## src/rtl/mem_port_arbiter.sv

```systemverilog
// Arbiter sharing one single-port memory between the IF fetch port and the MEM-stage load/store port.
// Build option ARB_FAIR_EN: alternate grants under contention instead of DM-first priority.
module mem_port_arbiter #(
  parameter int ADDR_W  = 16,
  parameter int DATA_W  = 32,
  parameter int TIMEOUT = 15
) (
  input  logic              clk,
  input  logic              reset,
  input  logic              if_req,
  input  logic [ADDR_W-1:0] if_addr,
  output logic [DATA_W-1:0] if_rdata,
  output logic              if_valid,
  input  logic              dm_req,
  input  logic              dm_we,
  input  logic [ADDR_W-1:0] dm_addr,
  input  logic [DATA_W-1:0] dm_wdata,
  output logic [DATA_W-1:0] dm_rdata,
  output logic              dm_done,
  output logic              err,
  output logic              stall_if,
  output logic              stall_dm,
  output logic              mem_en,
  output logic              mem_we,
  output logic [ADDR_W-1:0] mem_addr,
  output logic [DATA_W-1:0] mem_wdata,
  input  logic [DATA_W-1:0] mem_rdata,
  input  logic              mem_ack
);

  // Handshake: a requester raises req and holds it (with stable addr/data) until its
  // valid/done pulse, dropping it in that pulse cycle; mem_ack is a one-cycle completion
  // strobe honoured only while a grant is active (mem_en=1).
  typedef enum logic [1:0] {IDLE, GNT_IF, GNT_DM} state_t;

  localparam int CNT_W = (TIMEOUT < 2) ? 1 : $clog2(TIMEOUT);

  state_t           state;
  logic [CNT_W-1:0] cnt;
  logic             if_elig;
  logic             dm_elig;
  logic             pick_if;
  logic             pick_dm;
  logic             timeout_hit;
  logic             finish;

  // A port whose completion pulse is out this cycle cannot be re-granted immediately.
  assign if_elig = if_req & ~if_valid;
  assign dm_elig = dm_req & ~dm_done;

`ifdef ARB_FAIR_EN
  logic last_dm;
  assign pick_if = if_elig & (~dm_elig | last_dm);
`else
  assign pick_if = if_elig & ~dm_elig;
`endif
  assign pick_dm = dm_elig & ~pick_if;

  // cnt holds the number of grant cycles already spent without an ack.
  assign timeout_hit = (cnt == CNT_W'(TIMEOUT - 1));
  assign finish      = mem_ack | timeout_hit;

  assign stall_if = if_req & ~if_valid;
  assign stall_dm = dm_req & ~dm_done;

  always_ff @(posedge clk) begin
    if (reset) begin
      state     <= IDLE;
      cnt       <= '0;
      if_rdata  <= '0;
      if_valid  <= 1'b0;
      dm_rdata  <= '0;
      dm_done   <= 1'b0;
      err       <= 1'b0;
      mem_en    <= 1'b0;
      mem_we    <= 1'b0;
      mem_addr  <= '0;
      mem_wdata <= '0;
`ifdef ARB_FAIR_EN
      last_dm   <= 1'b0;
`endif
    end else begin
      if_valid <= 1'b0;
      dm_done  <= 1'b0;
      err      <= 1'b0;
      case (state)
        IDLE: begin
          cnt <= '0;
          if (pick_dm) begin
            state     <= GNT_DM;
            mem_en    <= 1'b1;
            mem_we    <= dm_we;
            mem_addr  <= dm_addr;
            mem_wdata <= dm_wdata;
`ifdef ARB_FAIR_EN
            last_dm   <= 1'b1;
`endif
          end else if (pick_if) begin
            state     <= GNT_IF;
            mem_en    <= 1'b1;
            mem_we    <= 1'b0;
            mem_addr  <= if_addr;
            mem_wdata <= '0;
`ifdef ARB_FAIR_EN
            last_dm   <= 1'b0;
`endif
          end
        end
        GNT_IF, GNT_DM: begin
          if (finish) begin
            state  <= IDLE;
            mem_en <= 1'b0;
            mem_we <= 1'b0;
            cnt    <= '0;
            err    <= ~mem_ack;
            if (state == GNT_IF) begin
              if_valid <= 1'b1;
              if_rdata <= mem_ack ? mem_rdata : '0;
            end else begin
              dm_done  <= 1'b1;
              dm_rdata <= (mem_ack & ~mem_we) ? mem_rdata : '0;
            end
          end else begin
            cnt <= cnt + 1'b1;
          end
        end
        default: begin
          state  <= IDLE;
          mem_en <= 1'b0;
        end
      endcase
    end
  end

endmodule

```

## config.mk

```make
export PLATFORM = sky130hd
export DESIGN_NAME = mem_port_arbiter
export DESIGN_NICKNAME = d
export VERILOG_FILES = /design/src/rtl/mem_port_arbiter.sv
export SDC_FILE = /design/constraint.sdc
export NUM_CORES = 1
export LEC_CHECK = 0
export CORE_MARGIN = 2
export CORE_UTILIZATION = 44
export DETAILED_ROUTE_END_ITERATION = 12
export GPL_ROUTABILITY_DRIVEN = 0
export GPL_TIMING_DRIVEN = 0
export PLACE_DENSITY = 0.92
export SLEW_MARGIN = 20
export SYNTH_ARGS = -nofsm -noshare
export SYNTH_HDL_FRONTEND = slang
export SYNTH_SLANG_ARGS = --single-unit
```

## constraint.sdc

```tcl
create_clock -name clk -period 2.4 [get_ports clk]
set_input_delay 0.6 -clock clk [delete_from_list [all_inputs] [get_ports clk]]
set_output_delay 0.6 -clock clk [all_outputs]
set_load 0.005 [all_outputs]
```

# Word level (Yosys, flattened, before mapping)
# Cells that the tools add are included.
# Widths: inputs -> output; s select.
# classes
add_sub_neg	1
eq_ne	5
n_mux	21
bitwise_logic	15
reduce_logical	10
# op_table
op	n
$mux 32	4
$mux 16	2
$not 1->1	9
$reduce_and 3->1	3
$pmux 4 s2	1
$mux 1	7
$mux 2	3
$and 1x1->1	5
$add 4x1->4 const B	1
$eq 4x4->1 const B	1
$mux 4	1
$pmux 1 s2	2
$pmux 2 s2	1
$reduce_and 2->1	2
$reduce_bool 2->1	2
$ne 3x3->1 const B	1
$reduce_or 3->1	1
$eq 2x1->1 const B	1
$eq 2x2->1 const B	1
$logic_not 2->1	1
$ne 2x2->1 const B	1
$reduce_or 2->1	1
$or 1x1->1	1
# word_totals
register_bits	123
in_bits	102

# Longest topological paths before layout
# depth
word_depth	8
ltp_mapped	8

# Worst setup path before layout
# OpenSTA, ideal clock, no wires.
# synth_timing
path_type	input -> output
start	input port dm_req
end	output port stall_dm
arrival_time_ps	1137
t_required_ps	1800
setup_slack_ps	663
stages	5
path_cell_list	nand2b_1 -> buf_6 -> inv_2 -> buf_6 -> buf_2
# synth_between
elab_chain_cells	1
# synth_rtl
item	line_no	text
from (decl)	14	input logic dm_req,
$and 1x1->1	64	assign stall_dm = dm_req & ~dm_done;
to (decl)	22	output logic stall_dm,
# No other way between the ends.

# Worst setup path in the final report
# Same ends and word-level chain as after synthesis.

==> results.ini <==
[worst_setup_path]
r2r_end=if_rdata[19]
crit_type=in2out
worst-path-buf-inv=5
arrival_ns=1.72
r2r_slack_ns=0.45
start_kind=input pin
r2r_start=state[0]
path_max_fanout=10
path_cells=clkdlybuf4s50_1, nand2b_1, buf_6, inv_2, buf_12, clkdlybuf4s15_1
required_ns=1.80
cpMaxStageDelayCell=clkdlybuf4s50_1
worst_path_dominant_cell_family=buffers and inverters
timing.reg2reg.worst_path_depth=6
setup.worst_path.end_class=output port
slowest_delay_ns=0.49

[synthesis]
synth_area_leaders=dfxtp_1, a22o_1, a22oi_1
synth_flop_cell=dfxtp_1
netlist_area_sq_um=4640
ys_seq_area_share_pct=53.0
synth-seq-cells=123
synth_cells=477
synthDistinctLibCells=38
syn_avg_cell_area_sq_um=9.73
syn_nets=584
synth_edf_count=0
yosys_warnings=0
synth_area_leader_cell=dfxtp_1
synthArstFlopShare_pct=0
synth_top_cell_area_share_pct=53.0

[global_route]
grt_pass1_vias=4579
gr-total-overflow=0
grt_max_degree=20
grt_pass1_wl_microns=22700
antenna_found_initial=0
grt_use_total_pct=25.2

[die]
die_width_microns=107
die_y_microns=107
pin_count=221
die_area_sq_um=11400
row_count=37
start_util_pct=45.2
core-area_sq_um=10300

[power]
p_leak_nw=2.88
max-vdd-ir-drop_mv=0.402
power_mw=5.64
pwr_density_cell_nw_per_um2=740

[route]
viasPerCell=5.30
avgRoutedWirePerCell_microns=16.8
routed_wl_microns=14600
first_pass_iters=5
via_count=4608
antenna_left=0
drc=0
drtIter0Drc=290

[hold_path]
holdPathEnd=dm_rdata[7]
hold_depth=2
hp-class=reg2reg
min_from=dm_rdata[7]

[sta]
tightest_slew_ns=0.481
holdWs_ns=0.477
max_freq_mhz=430
slew_headroom_pct=67.9
grt_setup_unrepaired=false
period_share_pct=96.8
finalSetupViolations=0
fin_skew_ns=0.0103
final-hold-violation-count=0
slew_viol_final=0
worst_slack_ns=0.0770
fin_crit_ns=2.32
fin_tns_setup_ns=0

[clocking]
clock_sinks=123
cts-root-buf=clkbuf_8
h-tree-depth=4
clk_pin_slew_ns=0.06
numCtsBuffers=17
clock_latency_ns=0.51
cts_tree=done
clk_path_buf_depth=2

[cells_and_area]
final_nets=827
mostFrequentLayoutCell=clkdlybuf4s50_1
syn_to_final_growth_pct=64.1
final_cell_mix=clkdlybuf4s50_1, dfxtp_1, nor2_1, nand2_1, nand2b_1
antenna_cells=0
final_core_util_pct=74.1
finalInstanceArea_sq_um=7620
final_cells=869
drive_above_1_share_pct=10.8

[place]
placed_cells=833
port_buffers=220
post_dp_cell_area_sq_um=7020
place_ws_ns=-0.497
hpwl_microns=11000

[job]
cap_violations=0

[run_status]
status=completed

## worst register-to-register path, delay by kind of cell, from the launching register on
family / cells / cell delay, ns
fa+ha+maj: 1 / 0.37
compound gates: 1 / 0.21
buf+inv: 2 / 0.47
flops: 1 / 0.39
simple gates: 2 / 0.45
## worst max-delay path by stage
stage | from | slack [ns] | endpoint | cells past startpoint
after CTS | if_req | 0.01 | stall_if | 3
after global placement | dm_req | -0.48 | stall_dm | 7
after floorplan | dm_req | 0.66 | stall_dm | 5
after detailed placement | dm_req | -0.50 | stall_dm | 7
final | dm_req | 0.08 | stall_dm | 6
after global routing | dm_req | 0.03 | stall_dm | 6
## layout make-up
class                           count  area [sq um]
Fill cell                         744          2660
Sequential cell                   123          2460
Timing Repair Buffer              225          2240
Multi-Input combinational cell    309          1930
Clock buffer                       17           414
Buffer                             39           240
Tap cell                          136           170
Clock inverter                     15           145
Inverter                            5          18.8
## power breakdown
group	switching, mW	total (mW)	leakage [nW]	internal [mW]
registers	0.0769	2.25	1.00	2.17
clock network	0.962	2.35	0.271	1.39
logic	0.463	1.04	1.61	0.575
total	1.50	5.64	2.88	4.14
## repair_timing
action	4_1_cts	5_1_grt
endpoints found under the setup margin	2	2
buffers inserted	1	4
hold buffers	0	0
resized for setup	4	1
## synth_stat cells (4+ instances only)
master / count
dfxtp_1: 123
nor2_1: 55
nand2_1: 37
nand2b_1: 35
a22oi_1: 34
nand3_1: 34
a22o_1: 32
o21ai_0: 26
clkbuf_1: 14
a311oi_2: 12
buf_2: 12
a21oi_1: 7
buf_4: 7
o21ai_1: 7
buf_6: 6
ha_1: 5
a311oi_1: 4
inv_1: 4
## registers in the layout (all words and copies together) (netlist names), 2 cells and up
| signal | flops |
|---|---|
| dm_rdata | 32 |
| cnt | 4 |
| mem_wdata | 32 |
| mem_addr | 16 |
| if_rdata | 32 |
| state | 2 |
## cells by family (layout without fill, tap and decap cells)
kind of cell / count (synthesis) / in the layout / synth area share, %
fa+ha+maj: 5 / 5 / 1.35
flops: 123 / 123 / 53.0
simple gates: 175 / 175 / 18.0
buf+inv: 45 / 301 / 5.50
compound gates: 129 / 129 / 22.1
## metal layers
layer / vias to the layer above / part of all wire (%) / GRT usage [%]
li1: 2188 / - / -
met4: 0 / 2.3 / 10.7
met5: - / 0 / 0
met3: 24 / 7.7 / 7.23
met2: 214 / 52 / 45.1
met1: 2182 / 38 / 27.7
Note: power is estimated with default switching activity, not from simulation.
